**src/rtl/mips_alu_pkg.sv**
```systemverilog
// Shared definitions for the EX-stage ALU control and the iterative mul/div unit.
// Contents: ALUOp encodings, funct codes, 3-bit ALU control codes, the
// mul/div FSM state type and a helper that classifies mul/div/move functs.
package mips_alu_pkg;

  // ALUOp from main control
  localparam logic [1:0] ALUOP_ADD   = 2'b00;
  localparam logic [1:0] ALUOP_SUB   = 2'b01;
  localparam logic [1:0] ALUOP_FUNCT = 2'b10;

  // R-type funct codes
  localparam logic [5:0] F_ADD   = 6'b100000;
  localparam logic [5:0] F_SUB   = 6'b100010;
  localparam logic [5:0] F_AND   = 6'b100100;
  localparam logic [5:0] F_OR    = 6'b100101;
  localparam logic [5:0] F_SLT   = 6'b101010;
  localparam logic [5:0] F_MULT  = 6'b011000;
  localparam logic [5:0] F_MULTU = 6'b011001;
  localparam logic [5:0] F_DIV   = 6'b011010;
  localparam logic [5:0] F_DIVU  = 6'b011011;
  localparam logic [5:0] F_MFHI  = 6'b010000;
  localparam logic [5:0] F_MTHI  = 6'b010001;
  localparam logic [5:0] F_MFLO  = 6'b010010;
  localparam logic [5:0] F_MTLO  = 6'b010011;

  // ALU control codes
  localparam logic [2:0] CTRL_AND = 3'b000;
  localparam logic [2:0] CTRL_OR  = 3'b001;
  localparam logic [2:0] CTRL_ADD = 3'b010;
  localparam logic [2:0] CTRL_SUB = 3'b110;
  localparam logic [2:0] CTRL_SLT = 3'b111;

  typedef enum logic [1:0] {
    IDLE = 2'd0,
    MUL  = 2'd1,
    DIV  = 2'd2,
    SIGN = 2'd3
  } md_state_e;

  // True for the eight funct codes owned by the mul/div unit.
  function automatic logic is_md_funct(input logic [5:0] f);
    return (f == F_MULT) || (f == F_MULTU) || (f == F_DIV) || (f == F_DIVU) ||
           (f == F_MFHI) || (f == F_MTHI) || (f == F_MFLO) || (f == F_MTLO);
  endfunction

endpackage

```
**src/rtl/muldiv_iter.sv**
```systemverilog
// Iterative multiply/divide datapath with its sequencing FSM.
// Multiply: shift-add, one multiplier bit per cycle. Divide: restoring, one
// quotient bit per cycle. Both work on operand magnitudes; the SIGN state
// applies the sign correction and presents the result for one cycle.
// Ports:
//   clk, rst        clock, asynchronous active-high reset
//   start           accept a MULT*/DIV* this edge (only honoured in IDLE)
//   start_div       1 = divide, 0 = multiply
//   start_signed    1 = signed form
//   a, b            rs / rt operands
//   state           current FSM state (debug visibility)
//   done            high during SIGN; hi_res/lo_res valid
//   hi_res, lo_res  corrected result halves
module muldiv_iter
  import mips_alu_pkg::*;
#(
  parameter int WIDTH = 32
) (
  input  logic             clk,
  input  logic             rst,
  input  logic             start,
  input  logic             start_div,
  input  logic             start_signed,
  input  logic [WIDTH-1:0] a,
  input  logic [WIDTH-1:0] b,
  output md_state_e        state,
  output logic             done,
  output logic [WIDTH-1:0] hi_res,
  output logic [WIDTH-1:0] lo_res
);

  localparam int CNT_W = $clog2(WIDTH + 1);
  localparam logic [CNT_W-1:0] LAST = CNT_W'(WIDTH - 1);

  md_state_e state_q, state_d;
  logic [CNT_W-1:0] cnt_q;
  // acc_q: product high half / partial remainder
  // shf_q: multiplier shifting out + product low half / dividend shifting out + quotient
  // opb_q: multiplicand / divisor magnitude
  logic [WIDTH-1:0] acc_q, shf_q, opb_q;
  logic neg_lo_q, neg_hi_q, dz_q, div_q;

  logic             a_neg, b_neg;
  logic [WIDTH-1:0] a_mag, b_mag;
  logic [WIDTH:0]   mul_sum;
  logic [WIDTH:0]   div_trial;
  logic             div_ok;
  logic [WIDTH-1:0] div_rem;
  logic [2*WIDTH-1:0] prod, prod_fix;

  assign a_neg = start_signed & a[WIDTH-1];
  assign b_neg = start_signed & b[WIDTH-1];
  assign a_mag = a_neg ? -a : a;
  assign b_mag = b_neg ? -b : b;

  // One shift-add step: add multiplicand when the current multiplier bit is set,
  // then shift {acc, shf} right by one.
  assign mul_sum = {1'b0, acc_q} + (shf_q[0] ? {1'b0, opb_q} : '0);

  // One restoring step: bring in the next dividend bit and subtract if it fits.
  // When it fits the difference is below the divisor, so WIDTH bits hold it.
  assign div_trial = {acc_q, shf_q[WIDTH-1]};
  assign div_ok    = div_trial >= {1'b0, opb_q};
  assign div_rem   = div_trial[WIDTH-1:0] - opb_q;

  assign prod     = {acc_q, shf_q};
  assign prod_fix = neg_lo_q ? -prod : prod;

  // Result correction. Divide-by-zero leaves the restoring datapath with an
  // all-ones quotient and the dividend magnitude as remainder; only the
  // quotient must bypass the sign fix, the remainder fix restores src_a.
  always_comb begin
    hi_res = prod_fix[2*WIDTH-1:WIDTH];
    lo_res = prod_fix[WIDTH-1:0];
    if (div_q) begin
      hi_res = neg_hi_q ? -acc_q : acc_q;
      lo_res = dz_q ? '1 : (neg_lo_q ? -shf_q : shf_q);
    end
  end

  always_ff @(posedge clk or posedge rst) begin
    if (rst) state_q <= IDLE;
    else     state_q <= state_d;
  end

  always_comb begin
    state_d = state_q;
    case (state_q)
      IDLE:    if (start) state_d = start_div ? DIV : MUL;
      MUL,
      DIV:     if (cnt_q == LAST) state_d = SIGN;
      SIGN:    state_d = IDLE;
      default: state_d = IDLE;
    endcase
  end

  always_ff @(posedge clk or posedge rst) begin
    if (rst) begin
      cnt_q    <= '0;
      acc_q    <= '0;
      shf_q    <= '0;
      opb_q    <= '0;
      neg_lo_q <= 1'b0;
      neg_hi_q <= 1'b0;
      dz_q     <= 1'b0;
      div_q    <= 1'b0;
    end else begin
      case (state_q)
        IDLE: begin
          if (start) begin
            cnt_q    <= '0;
            acc_q    <= '0;
            div_q    <= start_div;
            neg_lo_q <= a_neg ^ b_neg;
            neg_hi_q <= a_neg;
            dz_q     <= (b == '0);
            shf_q    <= start_div ? a_mag : b_mag;
            opb_q    <= start_div ? b_mag : a_mag;
          end
        end
        MUL: begin
          acc_q <= mul_sum[WIDTH:1];
          shf_q <= {mul_sum[0], shf_q[WIDTH-1:1]};
          if (cnt_q != LAST) cnt_q <= cnt_q + 1'b1;
        end
        DIV: begin
          acc_q <= div_ok ? div_rem : div_trial[WIDTH-1:0];
          shf_q <= {shf_q[WIDTH-2:0], div_ok};
          if (cnt_q != LAST) cnt_q <= cnt_q + 1'b1;
        end
        default: ;
      endcase
    end
  end

  assign state = state_q;
  assign done  = (state_q == SIGN);

endmodule

```
**src/rtl/alu_control_muldiv.sv**
```systemverilog
// EX-stage ALU control with iterative multiply/divide and HI/LO registers.
// Decodes ALUOp/funct into the ALU control code, accepts mul/div/move ops when
// the unit is idle, stalls the pipeline while it is busy, and owns HI/LO.
// Handshake: an md op is presented with ex_valid; it is taken at the edge
// where md_stall is low, otherwise the held pipeline re-presents it.
// Ports:
//   clk, reset            clock, asynchronous active-high reset
//   ex_valid, alu_op,     EX instruction valid, ALUOp, funct field
//   funct
//   src_a, src_b          rs / rt operands
//   alu_control, illegal  decoded ALU op code, unknown-combination flag
//   md_stall, md_busy     pipeline freeze request, iteration in progress
//   md_done               HI/LO written at the end of this cycle
//   md_result             HI (MFHI) / LO (MFLO) / 0
//   hi, lo                architectural HI/LO
module alu_control_muldiv
  import mips_alu_pkg::*;
#(
  parameter int WIDTH   = 32,
  parameter int FUNCT_W = 6,
  parameter int CTRL_W  = 3
) (
  input  logic               clk,
  input  logic               reset,
  input  logic               ex_valid,
  input  logic [1:0]         alu_op,
  input  logic [FUNCT_W-1:0] funct,
  input  logic [WIDTH-1:0]   src_a,
  input  logic [WIDTH-1:0]   src_b,
  output logic [CTRL_W-1:0]  alu_control,
  output logic               illegal,
  output logic               md_stall,
  output logic               md_busy,
  output logic               md_done,
  output logic [WIDTH-1:0]   md_result,
  output logic [WIDTH-1:0]   hi,
  output logic [WIDTH-1:0]   lo
);

  md_state_e        md_state;
  logic             md_funct;
  logic             md_op;
  logic             accept;
  logic             start;
  logic             iter_done;
  logic [WIDTH-1:0] hi_res, lo_res;
  logic [WIDTH-1:0] hi_q, lo_q;

  assign md_funct = is_md_funct(6'(funct));

  always_comb begin
    alu_control = CTRL_W'(CTRL_AND);
    illegal     = 1'b0;
    case (alu_op)
      ALUOP_ADD: alu_control = CTRL_W'(CTRL_ADD);
      ALUOP_SUB: alu_control = CTRL_W'(CTRL_SUB);
      ALUOP_FUNCT: begin
        case (funct)
          FUNCT_W'(F_ADD): alu_control = CTRL_W'(CTRL_ADD);
          FUNCT_W'(F_SUB): alu_control = CTRL_W'(CTRL_SUB);
          FUNCT_W'(F_AND): alu_control = CTRL_W'(CTRL_AND);
          FUNCT_W'(F_OR):  alu_control = CTRL_W'(CTRL_OR);
          FUNCT_W'(F_SLT): alu_control = CTRL_W'(CTRL_SLT);
          default: begin
            if (md_funct) alu_control = CTRL_W'(CTRL_ADD);
            else          illegal     = 1'b1;
          end
        endcase
      end
      default: illegal = 1'b1;
    endcase
  end

  assign md_op   = ex_valid & (alu_op == ALUOP_FUNCT) & md_funct;
  assign md_busy = (md_state != IDLE);
  assign md_stall = md_op & md_busy;
  assign accept  = md_op & ~md_busy;
  // MULT/MULTU/DIV/DIVU share the 0110xx pattern: bit1 selects divide, bit0 unsigned.
  assign start   = accept & (funct[FUNCT_W-1:2] == (FUNCT_W-2)'(4'b0110));

  muldiv_iter #(.WIDTH(WIDTH)) u_iter (
    .clk          (clk),
    .rst          (reset),
    .start        (start),
    .start_div    (funct[1]),
    .start_signed (~funct[0]),
    .a            (src_a),
    .b            (src_b),
    .state        (md_state),
    .done         (iter_done),
    .hi_res       (hi_res),
    .lo_res       (lo_res)
  );

  // An accept and a completion never coincide: accept needs IDLE, done needs SIGN.
  always_ff @(posedge clk or posedge reset) begin
    if (reset) begin
      hi_q <= '0;
      lo_q <= '0;
    end else if (iter_done) begin
      hi_q <= hi_res;
      lo_q <= lo_res;
    end else if (accept && funct == FUNCT_W'(F_MTHI)) begin
      hi_q <= src_a;
    end else if (accept && funct == FUNCT_W'(F_MTLO)) begin
      lo_q <= src_a;
    end
  end

  always_comb begin
    md_result = '0;
    if (md_op && funct == FUNCT_W'(F_MFHI)) md_result = hi_q;
    if (md_op && funct == FUNCT_W'(F_MFLO)) md_result = lo_q;
  end

  assign md_done = iter_done;
  assign hi      = hi_q;
  assign lo      = lo_q;

endmodule

```
**config.mk**
```make
export PLATFORM = sky130hd
export DESIGN_NAME = alu_control_muldiv
export DESIGN_NICKNAME = d
export VERILOG_FILES = /design/src/rtl/mips_alu_pkg.sv /design/src/rtl/muldiv_iter.sv /design/src/rtl/alu_control_muldiv.sv
export SDC_FILE = /design/constraint.sdc
export NUM_CORES = 1
export LEC_CHECK = 0
export BUFFER_PORTS_ARGS = -buffer_cell sky130_fd_sc_hd__clkbuf_2
export CAP_MARGIN = 20
export CORE_ASPECT_RATIO = 1.5
export CORE_MARGIN = 3
export CORE_UTILIZATION = 60
export CTS_CLUSTER_SIZE = 8
export DETAILED_ROUTE_END_ITERATION = 16
export PLACE_DENSITY = 0.83
export SYNTH_ARGS = -nofsm -noshare
export SYNTH_HDL_FRONTEND = slang
export SYNTH_SLANG_ARGS = --single-unit
export TNS_END_PERCENT = 50
```
**constraint.sdc**
```tcl
create_clock -name clk -period 7.2 [get_ports clk]
set_input_delay 1.44 -clock clk [delete_from_list [all_inputs] [get_ports clk]]
set_output_delay 1.44 -clock clk [all_outputs]
set_load 0.005 [all_outputs]
```
After elaboration in Yosys (flattened, before gate mapping):

Cells that the tools add are included.

* word-level logic and storage cells: 118
* output and inout port bits: 103
* flip-flop bits (word level): 172

* reductions and logical operators: 27
* add/subtract/negate cells: 8
* eq/ne operators: 25
* bitwise gates (word level): 10
* magnitude comparators: 1
* multiplexer cells: 36

Operator list (count)
* $mux W32: 20
* $pmux W32 S3: 2
* $neg A32 Y32: 4
* $mux W64: 1
* $neg A64 Y64: 1
* $eq A6 B5 Y1 const B: 9
* $add A32 B33 Y33: 1
* $ge A33 B32 Y1: 1
* $logic_not A32 Y1: 1
* $sub A32 B32 Y32: 1
* $eq A6 B6 Y1 const B: 5
* $pmux W3 S5: 1
* $mux W6: 2
* $pmux W6 S2: 1
* $pmux W3 S3: 1
* $mux W2: 4
* $reduce_and A2 Y1: 4
* $reduce_bool A2 Y1: 4
* $and A1 B1 Y1: 7
* $logic_or A1 B1 Y1: 7
* $add A6 B1 Y6 const B: 1
* $eq A2 B2 Y1 const B: 3
* $ne A6 B5 Y1 const B: 1
* $pmux W2 S3: 1
* 14 further kinds: 24

Depth between registers and ports, before layout:

* word-level depth: 14
* mapped depth: 15
* gate-level depth less buffers: 14

Cells and area by module:

From an unflattened synthesis, not the netlist that was laid out.

* cell total of the unflattened synthesis: 2034
* area total of the unflattened synthesis: 16233.1 um2

By module, submodules not included
* muldiv_iter: times used 1, cells an instance 1611, area an instance 12060.3 um2
* alu_control_muldiv: times used 1, cells an instance 423, area an instance 4172.8 um2

Least setup slack after synthesis:

OpenSTA, ideal clock, no wires.

* path kind: input to output
* start: in funct[1]
* end: out md_result[14]
* path buffers: 4
* cell stages on the path: 6
* slack: 2.801 ns
* arrival: 2.959 ns
* path through: clkbuf_1 -> clkbuf_1 -> clkbuf_1 -> clkbuf_1 -> mux2i_1 -> nor2_1

* word-level cells in the longest chain between the ends: 12
* elaborated cells on any way between the ends: 20
* classes of those cells: 8 x eq/ne; 2 x mux; 1 x bitwise; 9 x reduce/logical

RTL lines
* from (decl): RTL line alu_control_muldiv.sv:27 `input logic [FUNCT_W-1:0] funct,`
* $eq A6 B5 Y1: RTL line mips_alu_pkg.sv:42 `return (f == F_MULT) || (f == F_MULTU) || (f == F_DIV) || (f == F_DIVU) ||`
* $logic_or A1 B1 Y1 (4 in a row): RTL line mips_alu_pkg.sv:42
* $logic_or A1 B1 Y1 (3 in a row): RTL line mips_alu_pkg.sv:43 `(f == F_MFHI) || (f == F_MTHI) || (f == F_MFLO) || (f == F_MTLO);`
* $and A1 B1 Y1: RTL line alu_control_muldiv.sv:74 `assign md_op = ex_valid & (alu_op == ALUOP_FUNCT) & md_funct;`
* $logic_and A1 B1 Y1: RTL line alu_control_muldiv.sv:112 `if (md_op && funct == FUNCT_W'(F_MFHI)) md_result = hi_q;`
* $mux W32: RTL line alu_control_muldiv.sv:112
* $mux W32 *: RTL line alu_control_muldiv.sv:113 `if (md_op && funct == FUNCT_W'(F_MFLO)) md_result = lo_q;`
* to (decl): RTL line alu_control_muldiv.sv:35 `output logic [WIDTH-1:0] md_result,`

Every way passes the cells marked *; elsewhere a longest branch is shown, timed or not.

Worst setup path in the final report:

* start: in funct[1]
* end: out md_result[26]

The elaborated chain is that of the path after synthesis.

==> results.toml <==
[setup_path]
critical_path_arrival_ps = 3340
path_cells = "buf_4, buf_4, mux2i_1, nor2_1, clkbuf_2"
criticalPathCategory = "in -> out"
end_kind = "output port"
slowest_delay_ps = 700
cp_max_fo = 83
critPathSlowestCell = "buf_4"
critical_path_buf_inv_count = 3
crit_top_cell = "buf_4"
crit_family = "buffers and inverters"
required_ps = 5760
crit_path_start_kind = "input port"

[floorplan]
coreArea_um2 = 25320
fp.dieW_um = 137.7
die_area_um2 = 28040
die_height_um = 203.6
row_count = 71
io_pins = 178
start_util_pct = 61.68

[power]
swShare_pct = 49.30
leakagePower_nw = 7.858
p_switching_mw = 3.015
seqPwrFrac_pct = 28.9
comb_power_share_pct = 56.0
power_density_nw_per_um2 = 355.2
intPower_mw = 3.101
power_frac_clock_pct = 15.1
ir_drop_uv = 480.5
p_total_mw = 6.116

[layout]
final_net_count = 2247
finish.cell_count_without_fillers = 2438
syn2layout_area_growth_pct = 10.26
fin_util_pct = 68.01
final_cell_mix = "nor2_1, a21oi_1, nand2_1"
layout_commonest_cell = "nor2_1"
drive_gt1_share_pct = 13.43

[yosys]
avgSynthCellArea_um2 = 7.769
ys.flop_type = "dfrtp_1"
async_flop_share_pct = 100.0
syn_area_um2 = 15620
ys_seq_elements = 172
synth_cells = 2010
synth-edff-count = 0
yosysSeqAreaShare_pct = 27.56
synth_warnings = 0
syn_nets = 2161
ys_types = 81

[clock_network]
clk_pin_slew_ps = 70
htree_levels = 4
cts_resized = 0
hold_buffers = 0
numCtsBuffers = 17
cts_tree = "yes"
clock-root-buffer = "clkbuf_16"
clock_sinks = 172
clkLatencyLatePin_ps = 450
post_cts_buffers = 0
clockBufferDepth = 2

[flow_run]
maxCapViolations = 0

[sta]
rsz0062_at_grt = "no"
fin_skew_ps = 11.98
finalSetupTns_ps = 0
fmaxAchievable_ghz = 0.2092
finalCritPeriodShare_pct = 66.40
fin_crit_ps = 4781
final_hold_viol_count = 0
finalMaxSlewViolations = 0
setup_violations = 0
slew_headroom_pct = 29.83
tightest_slew_ps = 1050

[placement]
dp_hpwl_um = 38170
place.gp.congestion = 0.9740
place_inst = 2403
io_buffer_count = 177

[min_path]
hold_path_class = "reg -> reg"

[routing]
drt_first_pass_iters = 8
vias_per_cell = 6.495
drc = 0
drt-total-wl_um = 52000
postRouteAntennaNets = 0
drt-initial-drc-count = 1635
post_drt_wl_per_cell_um = 21.33
vias = 15834

[grt]
grt_start_max_net_pins = 98
grt_pass1_vias = 15522
grt_pass1_wl_um = 81350
grt.overflow.total = 0
grt_use_total_pct = 36.67
antenna_found_initial = 3

[outcome]
status = "finished clean"
cell families after synthesis:
group,count (synthesis),synth area share (%)
xor gates and xnor gates,178,9.983
AOI/OAI and AO/OA,667,26.54
muxes,83,5.384
and+or+nand+nor,634,19.41
buffers and inverters,200,4.936
DFF,172,27.56
adders and majority gates,76,6.185
worst register-to-register path, delay by kind of cell, from the launching register on:
family	cells	cell delay, ps
buffers and inverters	1	140
xor gates and xnor gates	1	90
AOI/OAI and AO/OA	8	2490
adders and majority gates	2	640
DFF	1	430
and+or+nand+nor	1	260
registers in the layout (all words and copies together), names as in the netlist, 2 cells and up:
signal / flops
u_iter.acc_q: 32
u_iter.opb_q: 32
u_iter.state: 2
lo: 32
hi: 32
u_iter.cnt_q: 6
u_iter.shf_q: 32
metrics by stage:
step                      hold slack [ps]  worst slack, ps  area, um2
after floorplan                     438.7             1100      15620
after global placement              464.7             2487      16590
after detailed placement            475.8             2336      16610
after CTS                           489.6             2392      17170
after global routing                511.2             2251      17220
final                               484.3             2419      17220
final cells by class:
cell class                      count  area, um2
Antenna cell                        2      5.005
Clock inverter                     13      117.6
Multi-Input combinational cell   1638      10580
Tap cell                          328      410.4
Timing Repair Buffer              200       1109
Inverter                           67      256.5
Clock buffer                       18      439.2
Sequential cell                   172       4304
Fill cell                        2164       8099
synth_stat cells, drive strengths merged, types with 44 or more instances:
master | count | share of area [%]
inv | 67 | 1.6
clkbuf | 113 | 2.7
ha | 74 | 5.9
o21ai | 205 | 6.6
a22oi | 44 | 2.1
nor2b | 50 | 2.0
xor2 | 94 | 5.3
nor2 | 214 | 5.1
nand2 | 200 | 4.8
xnor2 | 84 | 4.7
mux2i | 78 | 5.0
a21oi | 204 | 6.6
a211oi | 48 | 2.3
dfrtp | 172 | 28
power by group through the flow:
| stage | Clock (mW) | Sequential (mW) | Combinational [mW] |
|---|---|---|---|
| 6_report | 0.923 | 1.76 | 3.43 |
| 3_5_place_dp | 0 | 1.76 | 3.35 |
| 5_1_grt | 0.967 | 1.80 | 3.79 |
| 2_1_floorplan | 0 | 1.58 | 2.52 |
| 3_3_place_gp | 0 | 1.75 | 3.26 |
| 4_1_cts | 0.924 | 1.75 | 3.37 |
per-layer routing:
metal | vias up | routed length [um] | GRT usage, %
li1 | 7329 | - | -
met1 | 7509 | 19700 | 43.93
met2 | 775 | 25740 | 61.87
met3 | 219 | 3466 | 5.010
met4 | 2 | 3079 | 21.79
met5 | - | 11 | 0
worst paths after layout:
path                                    endpoint             start  cells past startpoint  slack [ps]
worst max-delay path               md_result[26]          funct[1]                      5        2420
worst min-delay path            u_iter.opb_q[15]  u_iter.opb_q[15]                      2         480
worst max register to register  u_iter.acc_q[28]  u_iter.shf_q[31]                     13        3080
worst min register to register  u_iter.opb_q[15]  u_iter.opb_q[15]                      2         480
max in group asynchronous        u_iter.acc_q[0]             reset                      3        5020
min in group asynchronous                  lo[9]             reset                      2        1120
Power figures use the tool's default switching activity.
